[config.mk]
export PLATFORM = sky130hd
export DESIGN_NAME = ntt_stage_ctrl
export DESIGN_NICKNAME = d
export VERILOG_FILES = /design/src/rtl/ntt_stage_ctrl.sv
export SDC_FILE = /design/constraint.sdc
export NUM_CORES = 1
export LEC_CHECK = 0
export CAP_MARGIN = 5
export CORE_ASPECT_RATIO = 2
export CORE_MARGIN = 2
export CORE_UTILIZATION = 40
export DETAILED_ROUTE_END_ITERATION = 10
export DONT_BUFFER_PORTS = 1
export HOLD_SLACK_MARGIN = 0.15
export PLACE_DENSITY = 0.51
export SYNTH_ARGS = -nofsm -noshare
export SYNTH_HDL_FRONTEND = slang
export SYNTH_SLANG_ARGS = --single-unit
[constraint.sdc]
create_clock -name clk -period 2.1 [get_ports clk]
set_clock_uncertainty 0.1 [all_clocks]
set_input_delay 0.21 -clock clk [delete_from_list [all_inputs] [get_ports clk]]
set_output_delay 0.21 -clock clk [all_outputs]
set_load 0.01 [all_outputs]
[src/rtl/ntt_stage_ctrl.sv]
// ntt_stage_ctrl -- sequencer for one butterfly stage of the pipelined NTT.
//
// Accepts a frame of N = 2**LOG_N coefficients and presents them to the
// butterfly PE one per accepted sample, together with the twiddle-ROM address,
// the sel_a / sel_b path selects and a valid flag aligned to the PE output.
// Bubbles (in_valid low while running) propagate through to out_valid.
// After the N-th sample the PE pipeline is drained and done pulses once.
//
// Optional build macro: NTT_STAGE_CTRL_STALL_CNT_EN adds the 16-bit
// stall_cnt output (RUN cycles with in_valid low, saturating).
//
// Ports:
//   clk        clock, rising edge
//   reset      asynchronous active-low reset
//   start      one-cycle frame-start request (honoured only in IDLE)
//   in_valid   input sample valid
//   in_data    input coefficient
//   in_ready   stage accepts a sample this cycle (RUN only)
//   pe_data    to PE data_i
//   pe_sel_a   to PE sel_a (1 = odd half of the butterfly group)
//   pe_sel_b   to PE sel_b (pe_sel_a delayed PE_LAT cycles)
//   tw_addr    twiddle ROM address (ROM read is registered, 1 cycle)
//   out_valid  PE ntt_o carries a valid result this cycle
//   busy       FSM not in IDLE
//   done       one-cycle pulse, frame fully drained
//   stall_cnt  (optional) count of RUN cycles with in_valid low
//
// state | meaning
// IDLE  | waiting for start; delay lines keep shifting
// RUN   | accepting samples, in_ready=1
// DRAIN | all N samples taken, waiting PE_LAT+1 cycles for the last result
// DONE  | single cycle, done=1

`ifndef DATA_SIZE_ARB
`define DATA_SIZE_ARB 32
`endif

module ntt_stage_ctrl #(
  parameter int DATA_W   = `DATA_SIZE_ARB,
  parameter int LOG_N    = 10,
  parameter int STAGE    = 0,
  parameter int MULT_LAT = 12,
  parameter int PE_LAT   = 14
) (
  input  logic              clk,
  input  logic              reset,
  input  logic              start,
  input  logic              in_valid,
  input  logic [DATA_W-1:0] in_data,
  output logic              in_ready,
  output logic [DATA_W-1:0] pe_data,
  output logic              pe_sel_a,
  output logic              pe_sel_b,
  output logic [LOG_N-2:0]  tw_addr,
  output logic              out_valid,
  output logic              busy,
  output logic              done
`ifdef NTT_STAGE_CTRL_STALL_CNT_EN
  ,
  output logic [15:0]       stall_cnt
`endif
);

  localparam int DRAIN_W  = $clog2(PE_LAT + 1);
  localparam int TW_SHIFT = LOG_N - 1 - STAGE;
  localparam logic [LOG_N-1:0]   HALF_MASK = LOG_N'((1 << STAGE) - 1);
  localparam logic [LOG_N-1:0]   IDX_LAST  = '1;
  localparam logic [DRAIN_W-1:0] DRAIN_LOAD = DRAIN_W'(PE_LAT);

  if (PE_LAT != MULT_LAT + 2) begin : g_bad_lat
    $error("ntt_stage_ctrl: PE_LAT must equal MULT_LAT+2");
  end
  if (STAGE < 0 || STAGE >= LOG_N) begin : g_bad_stage
    $error("ntt_stage_ctrl: STAGE out of range");
  end
  if (PE_LAT < 2) begin : g_bad_pe_lat
    $error("ntt_stage_ctrl: PE_LAT must be at least 2");
  end

  typedef enum logic [1:0] {
    S_IDLE  = 2'd0,
    S_RUN   = 2'd1,
    S_DRAIN = 2'd2,
    S_DONE  = 2'd3
  } state_t;

  state_t             state;
  logic [LOG_N-1:0]   idx;
  logic [DRAIN_W-1:0] drain_cnt;
  logic               accept;
  logic               v1;
  logic [PE_LAT-1:0]  v_sr;
  logic [PE_LAT-1:0]  sb_sr;
  logic [LOG_N-2:0]   tw_hold;
  logic [LOG_N-2:0]   tw_calc;

  assign in_ready = (state == S_RUN);
  assign accept   = in_valid & in_ready;
  assign busy     = (state != S_IDLE);
  assign done     = (state == S_DONE);

  // (idx mod HALF) placed in the top bits: stride of N/(2*HALF) through the ROM.
  // The mask clears idx[LOG_N-1], so the narrowing cast loses nothing.
  assign tw_calc = ((LOG_N-1)'(idx & HALF_MASK)) << TW_SHIFT;
  assign tw_addr = accept ? tw_calc : tw_hold;

  assign out_valid = v_sr[PE_LAT-1];
  assign pe_sel_b  = sb_sr[PE_LAT-1];

  always_ff @(posedge clk or negedge reset) begin
    if (!reset) begin
      state     <= S_IDLE;
      idx       <= '0;
      drain_cnt <= '0;
    end else begin
      case (state)
        S_IDLE: begin
          if (start) begin
            state <= S_RUN;
            idx   <= '0;
          end
        end
        S_RUN: begin
          if (accept) begin
            idx <= idx + LOG_N'(1);
            if (idx == IDX_LAST) begin
              state     <= S_DRAIN;
              drain_cnt <= DRAIN_LOAD;
            end
          end
        end
        S_DRAIN: begin
          if (drain_cnt == '0) begin
            state <= S_DONE;
          end else begin
            drain_cnt <= drain_cnt - DRAIN_W'(1);
          end
        end
        S_DONE: begin
          state <= S_IDLE;
        end
        default: begin
          state <= S_IDLE;
        end
      endcase
    end
  end

  // Datapath register stage lines up with the ROM's registered read; the
  // delay lines free-run in every state so a draining frame always completes.
  always_ff @(posedge clk or negedge reset) begin
    if (!reset) begin
      pe_data  <= '0;
      pe_sel_a <= 1'b0;
      v1       <= 1'b0;
      v_sr     <= '0;
      sb_sr    <= '0;
      tw_hold  <= '0;
    end else begin
      if (accept) begin
        pe_data <= in_data;
      end
      pe_sel_a <= accept & idx[STAGE];
      v1       <= accept;
      v_sr     <= {v_sr[PE_LAT-2:0], v1};
      sb_sr    <= {sb_sr[PE_LAT-2:0], pe_sel_a};
      tw_hold  <= tw_addr;
    end
  end

`ifdef NTT_STAGE_CTRL_STALL_CNT_EN
  always_ff @(posedge clk or negedge reset) begin
    if (!reset) begin
      stall_cnt <= '0;
    end else if (state == S_IDLE && start) begin
      stall_cnt <= '0;
    end else if (state == S_RUN && !in_valid && stall_cnt != 16'hFFFF) begin
      stall_cnt <= stall_cnt + 16'd1;
    end
  end
`endif

endmodule

==> results.txt <==
Number of synthesis warnings - 0
Final Total Pwr - 5.86 mW
Sink Count - 87
Final WS setup - 0.169 ns
Post-DRT Antenna Nets - 0
Min Tclk post-route - 1.93 ns
Crit Path Category - flop to flop
Die width - 68.2 um
Area after DPL - 3450 sq um
Dpl ws - 0.127 ns
Count of input and output buffers - 0
Sequential share of the synthesized area - 66.0%
Syn nets - 278
Top_reg_cell synth - dfrtp_1
Startpoint Class - flop
CTS tree - done
CP Cell Sequence - ha_1 > nand3_2 > o41ai_4 > buf_4 > a31oi_1 > o32ai_1
Area delta synth->final - 25.1%
H-tree depth - 3
Failing checks - negative hold slack
Iter 0 DRT Violations - 100
Worst Setup End Kind - flop
CTS max path bufs - 2
Final Hold Vio Count - 87
Number of cell rows - 46
Chip Height - 132 um
Area of the multi-input gates - 1040 sq um
RSZ-0062 raised after global routing - false
Status - complete, but fails checks
Hold buffers post-CTS - 35
Crit-path max FO - 7
Clk pwr share - 28.7%
Ant diodes - 0
Largest net degree at the start of global routing - 88
Initial antenna violation count - 0
Share of cells above drive strength 1 - 19.7%
Number of library cell types mapped by synthesis - 39
P_leak - 1.88 nW
Starting density of the core - 41.5%
# resized after CTS - 0
Flop pwr share - 47.6%
PD cells - 1420 nW/um^2
Mapped Area - 3300 sq um
Cts bufs inserted - 9
# Max-Cap Violations - 0
Drt drc - 0
Count of endpoints failing setup in the final report - 0
GRT overflow - 0
Routed vias - 1931
Postcts setup bufs - 0
Worst vdd ir - 779 uV
Crit-path max cell delay - 0.39 ns
Nets - 326
Vias in the first global route - 1994
Setup TNS - 0 ns
NetSw - 1.79 mW
Syn Area/Cell - 14.0 sq um
First-pass GRT wire length - 9600 um
Slew Viols, Final - 0
FF+latch area - 2180 sq um
Cell count after synthesis - 236
Wirelength per Cell - 15.8 um
Detailed Routing Iterations Pass 1 - 4
GPL Wtd Cong - 0.727
Slew margin rel. - 73.2%
Clk slew on worst S/H paths - 0.06 ns
Post-synth EDFFs - 0
Placeable Area - 7940 sq um
Root buffer cell - clkbuf_16
CP arrival - 2.05 ns
Cell-internal power - 4.07 mW
Asr flop ratio synth - 100%
Fmax - 0.518 GHz
Combinational share of power - 23.7%
Clk_lat worst skew - 0.33 ns
Fillcell total - 691
Hold Crit Class - input pin to asynchronous set/reset pin
Critical Path RT - 2.22 ns
Slowest-stage cell, CP - dfrtp_1
Die area - 9040 sq um
Avg Vias per Cell - 5.02
Routed Wire Length - 6070 um
WHS - -0.521 ns
Final instance area - 4130 sq um
Detailed placement HPWL - 4110 um
FF+latch count, synth - 87
Boundary Pins - 83
Switching Fraction - 30.6%
Total global-route track usage - 14.6%
Core Util, Final - 52.0%
Slew @ Worst Pin - 0.398 ns
Fin crit share - 91.9%
-- final timing paths --
path	cells past startpoint	endpoint	startpoint	slack [ns]
setup / recovery	6	drain_cnt[2]	idx[1]	0.17
hold / removal	0	sb_sr[13]	reset	-0.52
setup reg to reg	6	drain_cnt[2]	idx[1]	0.17
hold reg to reg	0	sb_sr[1]	sb_sr[0]	0.25
max in group asynchronous	0	sb_sr[0]	reset	2.26
min in group clk	3	drain_cnt[2]	in_valid	0.17
-- cells by family after synthesis --
family          synth area share [%]
flops                           66.0
simple gates                    10.7
mux                             12.5
compound gates                  6.18
buf+inv                         2.35
fa+ha+maj                       2.28
-- sequential cells by signal, summed over array words and instances (netlist names) --
register	flops
drain_cnt	4
idx	10
pe_data	32
pe_sel_a	1
sb_sr	14
state	2
tw_hold	9
v1	1
v_sr	14
-- cell usage after synthesis, types with 2 or more instances --
master | instances | area [sq um]
nor2b_1 | 2 | 12.5
a221o_1 | 3 | 30.0
o21ai_1 | 4 | 20.0
buf_2 | 5 | 25.0
nand2_1 | 10 | 37.5
inv_1 | 11 | 41.3
a22oi_1 | 2 | 15.0
nand2b_1 | 7 | 43.8
nor2_1 | 5 | 18.8
mux2i_1 | 4 | 40.0
or3_1 | 2 | 12.5
nor4_1 | 4 | 25.0
o21ai_0 | 4 | 20.0
a22o_1 | 3 | 26.3
ha_1 | 6 | 75.1
mux2_1 | 5 | 56.3
nand3_1 | 9 | 45.0
and3_1 | 5 | 31.3
nand3_2 | 2 | 20.0
dfrtp_1 | 87 | 2180
mux2_2 | 28 | 315
and2_1 | 11 | 68.8
-- layer usage --
metal | track usage, % | up-vias | wire (um)
met5 | 0 | - | 0
met4 | 6.78 | 0 | 107
met3 | 5.27 | 8 | 309
met2 | 24.3 | 59 | 3320
met1 | 16.0 | 945 | 2330
li1 | - | 919 | -
-- metrics by stage --
step,instances,hold slack [ns]
final,385,-0.521
after global routing,385,-0.549
after CTS,385,-0.543
after detailed placement,334,-0.184
after global placement,334,-0.183
after floorplan,236,-0.186
-- worst max-delay path: cells and delay by family (launching register included) --
family / cells / cell delay (ns)
simple gates: 1 / 0.16
fa+ha+maj: 1 / 0.21
compound gates: 3 / 0.76
buf+inv: 1 / 0.21
flops: 1 / 0.39
-- cells in the final DEF (no fill, tap or decap), types with 2 or more instances in the layout --
| cell type | count |
|---|---|
| a22o_1 | 3 |
| mux2i_1 | 4 |
| dfrtp_1 | 87 |
| clkbuf_16 | 9 |
| mux2_1 | 5 |
| nand3_2 | 2 |
| o21ai_1 | 4 |
| nand2b_1 | 7 |
| a221o_1 | 3 |
| dlygate4sd3_1 | 35 |
| a22oi_1 | 2 |
| buf_4 | 9 |
| bufinv_16 | 2 |
| and2_1 | 11 |
| nor2_1 | 5 |
| or3_1 | 2 |
| nand3_1 | 9 |
| o21ai_0 | 4 |
| nand2_1 | 10 |
| ha_1 | 6 |
| inv_1 | 11 |
| and3_1 | 5 |
| clkbuf_1 | 2 |
| nor4_1 | 4 |
| nor2b_1 | 2 |
| mux2_2 | 28 |
-- power by group through the flow --
stage / Sequential [mW] / Combinational, mW / Clock (mW)
after floorplan: 2.70 / 1.06 / 0
after detailed placement: 2.83 / 1.35 / 0
after CTS: 2.80 / 1.41 / 1.73
after global routing: 2.87 / 1.54 / 1.80
final: 2.79 / 1.39 / 1.68
after global placement: 2.82 / 1.32 / 0
-- area by class of cell --
cell class | count | area share, %
Tap cell | 96 | 2.91
Clock inverter | 4 | 1.85
Timing Repair Buffer | 44 | 10.1
Sequential cell | 87 | 52.7
Multi-Input combinational cell | 130 | 25.3
Clock buffer | 12 | 5.97
Inverter | 12 | 1.09
No activity file was read; power rests on OpenSTA's default activity.
